<file path="config.mk">
export PLATFORM = sky130hd
export DESIGN_NAME = aes_mix_column_engine
export DESIGN_NICKNAME = d
export VERILOG_FILES = /design/src/rtl/aes_mix_column_engine.sv
export SDC_FILE = /design/constraint.sdc
export NUM_CORES = 1
export LEC_CHECK = 0
export CAP_MARGIN = 20
export CORE_ASPECT_RATIO = 0.6
export CORE_UTILIZATION = 51
export DETAILED_ROUTE_END_ITERATION = 8
export MAX_ROUTING_LAYER = met4
export PLACE_DENSITY = 0.83
export SLEW_MARGIN = 5
export SYNTH_ARGS = -nofsm -noshare
export SYNTH_HDL_FRONTEND = slang
export SYNTH_SLANG_ARGS = --single-unit
</file>
<file path="constraint.sdc">
create_clock -name clk -period 3.9 [get_ports clk]
set_input_delay 0.78 -clock clk [delete_from_list [all_inputs] [get_ports clk]]
set_output_delay 0.78 -clock clk [all_outputs]
set_load 0.01 [all_outputs]
</file>
<file path="src/rtl/aes_mix_column_engine.sv">
// Iterative AES MixColumns/InvMixColumns engine: a 128-bit state is latched on accept and
// transformed COLS_PER_CYCLE columns per clock in place, then held until the consumer takes it.

module aes_mc_lane #(
  parameter bit SUPPORT_INV = 1'b1
) (
  input  logic [31:0] col,
  input  logic        inv,
  output logic [31:0] res
);
  function automatic logic [7:0] xt(input logic [7:0] b);
    return {b[6:0], 1'b0} ^ (b[7] ? 8'h1b : 8'h00);
  endfunction

  logic [3:0][7:0] a, x2, fwd, bwd;

  for (genvar r = 0; r < 4; r++) begin : g_row
    localparam int R1 = (r + 1) % 4;
    localparam int R2 = (r + 2) % 4;
    localparam int R3 = (r + 3) % 4;
    assign a[r]   = col[8*r +: 8];
    assign x2[r]  = xt(a[r]);
    assign fwd[r] = x2[r] ^ x2[R1] ^ a[R1] ^ a[R2] ^ a[R3];
  end

  if (SUPPORT_INV) begin : g_inv
    // 0e/0b/0d/09 products assembled from the shared x2 -> x4 -> x8 chain
    logic [3:0][7:0] x4, x8, m9, mb, md, me;
    for (genvar r = 0; r < 4; r++) begin : g_row
      localparam int R1 = (r + 1) % 4;
      localparam int R2 = (r + 2) % 4;
      localparam int R3 = (r + 3) % 4;
      assign x4[r]  = xt(x2[r]);
      assign x8[r]  = xt(x4[r]);
      assign m9[r]  = x8[r] ^ a[r];
      assign mb[r]  = x8[r] ^ x2[r] ^ a[r];
      assign md[r]  = x8[r] ^ x4[r] ^ a[r];
      assign me[r]  = x8[r] ^ x4[r] ^ x2[r];
      assign bwd[r] = me[r] ^ mb[R1] ^ md[R2] ^ m9[R3];
    end
    assign res = inv ? bwd : fwd;
  end else begin : g_fwd_only
    logic unused_inv;
    assign unused_inv = inv;
    assign bwd        = '0;
    assign res        = fwd;
  end
endmodule

module aes_mix_column_engine #(
  parameter int COLS_PER_CYCLE = 1,
  parameter bit SUPPORT_INV    = 1'b1
) (
  input  logic         clk,
  input  logic         rst,
  input  logic         i_aes_mix_column_valid,
  output logic         o_aes_mix_column_ready,
  input  logic [127:0] i_aes_mix_column_data_in,
  input  logic         i_aes_mix_column_inverse,
  output logic         o_aes_mix_column_valid,
  input  logic         i_aes_mix_column_ready,
  output logic [127:0] o_aes_mix_column_data_out,
  output logic         o_aes_mix_column_busy
);
  localparam int NUM_LANES = COLS_PER_CYCLE;

  if (!(NUM_LANES == 1 || NUM_LANES == 2 || NUM_LANES == 4)) begin : g_bad_cols
    $error("aes_mix_column_engine: COLS_PER_CYCLE must be 1, 2 or 4");
  end

  localparam logic [1:0] STEP = 2'(NUM_LANES % 4);
  localparam logic [1:0] LAST = 2'(4 - NUM_LANES);

  typedef enum logic [1:0] {IDLE, CALC, DONE} state_t;

  state_t       state_q, state_d;
  logic [127:0] data_q;
  logic [1:0]   cnt_q;
  logic         inv_q;
  logic         accept;

  logic [NUM_LANES-1:0][1:0]  col_idx;
  logic [NUM_LANES-1:0][31:0] col_in, col_out;

  for (genvar l = 0; l < NUM_LANES; l++) begin : g_lane
    assign col_idx[l] = cnt_q + 2'(l);
    assign col_in[l]  = data_q[32*col_idx[l] +: 32];
    aes_mc_lane #(.SUPPORT_INV(SUPPORT_INV)) u_lane (
      .col (col_in[l]),
      .inv (inv_q),
      .res (col_out[l])
    );
  end

  always_comb begin
    state_d                = state_q;
    o_aes_mix_column_ready = 1'b0;
    accept                 = 1'b0;
    unique case (state_q)
      IDLE:    o_aes_mix_column_ready = !rst;
      DONE:    o_aes_mix_column_ready = !rst && i_aes_mix_column_ready;
      default: o_aes_mix_column_ready = 1'b0;
    endcase
    accept = i_aes_mix_column_valid && o_aes_mix_column_ready;
    unique case (state_q)
      IDLE:    if (accept) state_d = CALC;
      CALC:    if (cnt_q == LAST) state_d = DONE;
      DONE:    if (i_aes_mix_column_ready) state_d = accept ? CALC : IDLE;
      default: state_d = IDLE;
    endcase
  end

  always_ff @(posedge clk) begin
    if (rst) begin
      state_q <= IDLE;
      data_q  <= '0;
      cnt_q   <= '0;
      inv_q   <= 1'b0;
    end else begin
      state_q <= state_d;
      if (accept) begin
        data_q <= i_aes_mix_column_data_in;
        inv_q  <= SUPPORT_INV && i_aes_mix_column_inverse;
        cnt_q  <= '0;
      end else if (state_q == CALC) begin
        for (int l = 0; l < NUM_LANES; l++)
          data_q[32*col_idx[l] +: 32] <= col_out[l];
        cnt_q <= cnt_q + STEP;
      end
    end
  end

  // Partial results never leak out while columns are still being rewritten
  assign o_aes_mix_column_valid    = (state_q == DONE);
  assign o_aes_mix_column_busy     = (state_q != IDLE);
  assign o_aes_mix_column_data_out = o_aes_mix_column_valid ? data_q : '0;
endmodule

</file>
== Yosys cells after proc, flatten, opt, wreduce, memory -nomap -nowiden ==
Cells that the tools add are included.
Word-level totals
  flip-flop bits (word level): 133
  bits of input ports: 133
  output and inout port bits: 131
  word-level logic and storage cells: 110
Cells by class
  add/sub/neg operators: 2
  equal/unequal tests: 6
  shift operators: 3
  multiplexer cells: 23
  bitwise gates (word level): 64
  reduce and logical (&&, ||, !) cells: 8
Operators by type and width (count)
  bitwise XOR 8 bit: 64
  two-way mux 128 bit: 3
  bitwise mux 128 bit: 1
  variable shift 32 x 34 -> 128 bit, first input constant: 1
  variable part select 128 x 8 -> 32 bit: 1
  variable part select 32 x 34 -> 128 bit: 1
  two-way mux 5 bit: 12
  negator 7 -> 34 bit: 1
  two-way mux 32 bit: 1
  two-way mux 2 bit: 3
  case mux 2 bit (3 select lines): 1
  == test 2 bit, second input constant: 2
  != test 2 bit, second input constant: 2
  nonzero test 2 bit: 2
  AND reduction 3 bit: 1
  adder 2 x 1 -> 2 bit, second input constant: 1
  == test 2 x 1 -> 1 bit, second input constant: 1
  logical AND 1 bit: 2
  logical NOT 2 bit: 1
  != test 2 x 1 -> 1 bit, second input constant: 1
  case mux 1 bit (2 select lines): 1
  OR reduction 2 bit: 1
  logical NOT 1 bit: 1
  two-way mux 1 bit: 1

== Logic depth before layout (Yosys ltp) ==
  depth after elaboration: 17
  gate-level depth with buffers: 12

== Modules after synthesis ==
A second synthesis with hierarchy kept.
Unflattened totals
  cell total of the unflattened synthesis: 1273
  area, all modules: 10845.4 µm²
By module, submodules not included
  aes_mix_column_engine: instances 1, cells each 996, area an instance 8247.9 µm², sequential area each 2662.6 µm²
  aes_mc_lane: instances 1, cells each 277, area an instance 2597.5 µm², sequential area each 0.0 µm²

== Worst setup path before layout ==
OpenSTA, ideal clock, no wires.
  kind: register to register
  start: register cnt_q[0]
  end: register data_q[60]
  setup time: 134 ps
  arrival time: 2959 ps
  required time: 3766 ps
  slack: 807 ps
  stages on the path, launching flop included: 10
  clock period less this slack: 3093 ps
  path through: dfxtp_1 > buf_6 > mux4_2 > buf_2 > xnor2_1 > xnor3_1 > xnor3_1 > nor2_1 > xor2_1 > o22ai_1
On the way
  word-level cells in the longest chain between the ends: 15
  elaborated cells on any way between the ends: 84
Ends and longest elaborated chain
  from (decl): RTL line 78  | logic [1:0] cnt_q;
  from (signal assigned): RTL line 128  | cnt_q <= cnt_q + STEP;
  variable part select 128 x 8 -> 32 bit: RTL line 87  | assign col_in[l] = data_q[32*col_idx[l] +: 32];
  bitwise XOR 8 bit or two-way mux 5 bit (tied branches) (2 in series): RTL line 12  | return {b[6:0], 1'b0} ^ (b[7] ? 8'h1b : 8'h00);
  two-way mux 5 bit or bitwise XOR 8 bit (tied branches): RTL line 12
  bitwise XOR 8 bit: RTL line 12
  bitwise XOR 8 bit (on tied branches): RTL line 37, 38, 36
  bitwise XOR 8 bit (on tied branches): RTL line 38, 36
  bitwise XOR 8 bit (3 in series): RTL line 39  | assign bwd[r] = me[r] ^ mb[R1] ^ md[R2] ^ m9[R3];
  two-way mux 32 bit: RTL line 41  | assign res = inv ? bwd : fwd;
  variable part select 32 x 34 -> 128 bit: RTL line 127  | data_q[32*col_idx[l] +: 32] <= col_out[l];
  bitwise mux 128 bit (*): RTL line 127
  two-way mux 128 bit (*): RTL line 125  | end else if (state_q == CALC) begin
  two-way mux 128 bit (*): RTL line 121  | if (accept) begin
  to (signal assigned): RTL line 122  | data_q <= i_aes_mix_column_data_in;
  to (signal, indexed assignment): RTL line 127
  to (decl): RTL line 77  | logic [127:0] data_q;
Every way passes the cells marked *; elsewhere a longest branch is shown, timed or not. The select of a mux whose other input is x is not followed.
A chain may end at the register's enable or synchronous reset.

== Final worst setup path ==
  start: register cnt_q[0]
  end: register data_q[81]
Same word-level chain as after synthesis.

==> impl_metrics.yaml <==
run_status:
  outcome: "finished, final reports clean"
drt:
  drt_iter0_markers: 1640
  post-route-drc-count: 0
  drt_wl_total_mm: 41.05
  drtPass1Iterations: 7
  dr_total_vias: 10340
  routed_via_density: 6.528
  final_antenna_net_count: 0
  routedWlPerCell_um: 25.92
global_routing:
  grtUsageTotal_pct: 40.69
  grt.overflow.total: 0
  grt_util_met1_pct: 55.32
  grt_busiest_layer: "met2"
  grt_max_degree: 122
  grt_util_met3_pct: 10.30
  grt_antenna_before_repair: 1
  grt_pass1_wl_mm: 60.99
  grt_use_met2_pct: 57.08
  grt_pass1_vias: 9786
timing:
  period_share_pct: 94.48
  slew_violations: 0
  fmax_mhz: 271.4
  setup_tns_ns: 0
  slew_headroom_pct: 47.21
  setup_viol: 0
  grt_setup_unrepaired: "no"
  tightest_slew_ns: 0.7862
  hold_viol_final: 0
  holdWs_ns: 0.5437
  finalClockSkew_ns: 0.01654
  min_period_ns: 3.685
final_layout:
  area_growth_pct: 35.12
  n_antenna_cell: 0
  drive_gt1_share_pct: 12.37
  final_cells: 1584
  final_nets: 1443
  mostFrequentLayoutCell: "clkdlybuf4s50_1"
  final_cell_mix: "262 x clkdlybuf4s50_1, 132 x dfxtp_1, 131 x and2_1, 131 x xnor2_1, 76 x a22oi_1"
critical_path:
  critPathRequiredTime_ns: 4.19
  cp_slowest_stage_delay_ns: 0.67
  critPathMaxFanout: 18
  cp.arrival_ns: 3.97
  cp_top_family: "XOR/XNOR gates"
  cp_num_buf_inv: 3
  critical_path.startpoint_type: "flip-flop"
  cpMostUsedCell: "buf_4"
  path_cells: "buf_12, buf_4, mux4_2, buf_4, xnor2_4, xnor3_1, xnor2_1, mux2i_1, a222oi_1, nor2_1"
  end_kind: "flip-flop"
  worstSetupPathType: "flip-flop to flip-flop"
  cp_slowest_cell: "mux4_2"
logic_synthesis:
  synth.distinct_cells: 50
  synth_async_sr_flop_share_pct: 0
  synthCells: 1065
  synth_edf_count: 0
  syn_nets: 1203
  yosysWarnings: 0
  synth_area_per_cell_sq_um: 9.658
  synth_ff_type: "dfxtp_1"
  seq_area_frac_synth_pct: 25.88
  synthesis.area_sq_um: 10290
  synth-seq-cells: 133
placed_design:
  place_inst: 1551
  globalplace.congestion: 1.109
  hpwlAfterDp_mm: 30.34
  port-buffer-count: 263
clock_tree:
  clockBufferDepth: 2
  cts_root_buffer: "clkbuf_16"
  path_clk_slew_ns: 0.07
  cts_inserted_buffers: 17
  cts_setup_buffers: 0
  cts-resized-gates: 0
  cts-hold-fix-buffers: 0
  clock_sinks: 133
  clk_latency_ns: 0.43
  htree_levels: 4
  cts_tree: "done"
pwr:
  power.internal_uw: 5354
  power_frac_seq_pct: 16.7
  cellPowerDensity_nw_per_um2: 700.0
  combPwrFrac_pct: 65.9
  switchingPower_uw: 4375
  p_sw_share_pct: 44.97
  p_clk_share_pct: 17.5
  vdd_ir_drop_max_uv: 475.5
  p_leak_uw: 0.005122
floorplan:
  rows: 39
  die_w_um: 185.3
  fp.dieH_um: 112.0
  initial_core_util_pct: 53.10
  dieArea_sq_um: 20760
  pin_count: 264
  core_sq_um: 19370
flow_run:
  cap_violations: 0
hold_path:
  hp-class: "flip-flop to flip-flop"
area by class of cell:
cell class | instances | area (sq um)
clock buffers | 18 | 439.2
clock inverters | 14 | 160.2
fillers | 1412 | 5474
inverters | 5 | 18.77
multi-input cells | 821 | 7136
flip-flops and latches | 133 | 2664
well taps | 266 | 332.8
repair buffers | 327 | 3148
Yosys cell counts (all sizes together), types with 4 or more instances:
| cell type | n | area [sq um] |
|---|---|---|
| xnor2 | 150 | 1524 |
| dfxtp | 133 | 2663 |
| and2 | 132 | 828.3 |
| a22oi | 76 | 570.6 |
| clkbuf | 72 | 270.3 |
| nor2 | 72 | 270.3 |
| o22ai | 61 | 381.6 |
| a222oi | 53 | 530.5 |
| a21oi | 45 | 225.2 |
| xnor3 | 35 | 789.5 |
| buf | 34 | 230.2 |
| mux4 | 32 | 724.4 |
| xor2 | 30 | 270.3 |
| nand2 | 27 | 103.9 |
| mux2i | 17 | 170.2 |
| nand3 | 13 | 65.06 |
| nor3 | 7 | 35.03 |
| o21ai | 7 | 35.03 |
| nand2b | 6 | 37.54 |
| xor3 | 6 | 142.6 |
| and3 | 5 | 31.28 |
| ha | 5 | 62.56 |
| inv | 5 | 18.77 |
| nand4 | 5 | 31.28 |
| nor2b | 5 | 31.28 |
| a31oi | 4 | 25.02 |
| nor4 | 4 | 25.02 |
| o211ai | 4 | 30.03 |
| or4 | 4 | 30.03 |
metrics by stage:
stage / cell area (sq um) / total power [uW] / utilization [%] / worst slack (ns)
after CTS: 13890 / 9553 / 71.70 / 0.2675
after detailed placement: 13290 / 7810 / 68.61 / 0.2626
after global routing: 13900 / 10040 / 71.74 / 0.04483
final: 13900 / 9729 / 71.74 / 0.2152
after floorplan: 10290 / 6214 / - / 0.8073
after global placement: 13290 / 7755 / 68.61 / 0.3624
flip-flops by register name, summed over array words and instances, names as in the netlist:
name and cells:
inv_q 1, data_q 128, state_q 2, cnt_q 2
worst min-delay path, delay by kind of cell, from the launching register on:
kind | cells | cell delay, ns
AND/OR/NAND/NOR | 1 | 0.09
AO/OA/AOI/OAI | 1 | 0.07
flip-flops | 1 | 0.35
power by group through the flow:
stage | clock network, uW | registers (uW) | logic (uW)
after global placement | 0 | 1640 | 6110
final | 1700 | 1620 | 6410
after CTS | 1680 | 1610 | 6260
after global routing | 1740 | 1630 | 6670
after floorplan | 0 | 1570 | 4640
after detailed placement | 0 | 1640 | 6170
cells by family (layout without fill, tap and decap cells):
group | count (synthesis) | in the layout | synth area share [%]
AND/OR/NAND/NOR | 291 | 291 | 15.29
AO/OA/AOI/OAI | 254 | 254 | 17.82
adder cells (fa/ha/maj) | 5 | 5 | 0.6082
flip-flops | 133 | 133 | 25.88
XOR/XNOR | 221 | 221 | 26.51
buffers and inverters | 111 | 364 | 5.048
multiplexers | 50 | 50 | 8.843
final timing paths:
kind | start | to | slack, ns | depth (start not counted)
max | cnt_q[0] | data_q[81] | 0.22 | 10
min | data_q[88] | data_q[88] | 0.54 | 2
max reg2reg | cnt_q[0] | data_q[81] | 0.22 | 10
min reg2reg | data_q[88] | data_q[88] | 0.54 | 2
routing by layer:
layer | wire, um | vias up
met3 | 6181 | 132
met1 | 15970 | 4814
met5 | 0 | -
li1 | - | 4419
met2 | 17120 | 975
met4 | 1778 | 0
Power figures use the tool's default switching activity.
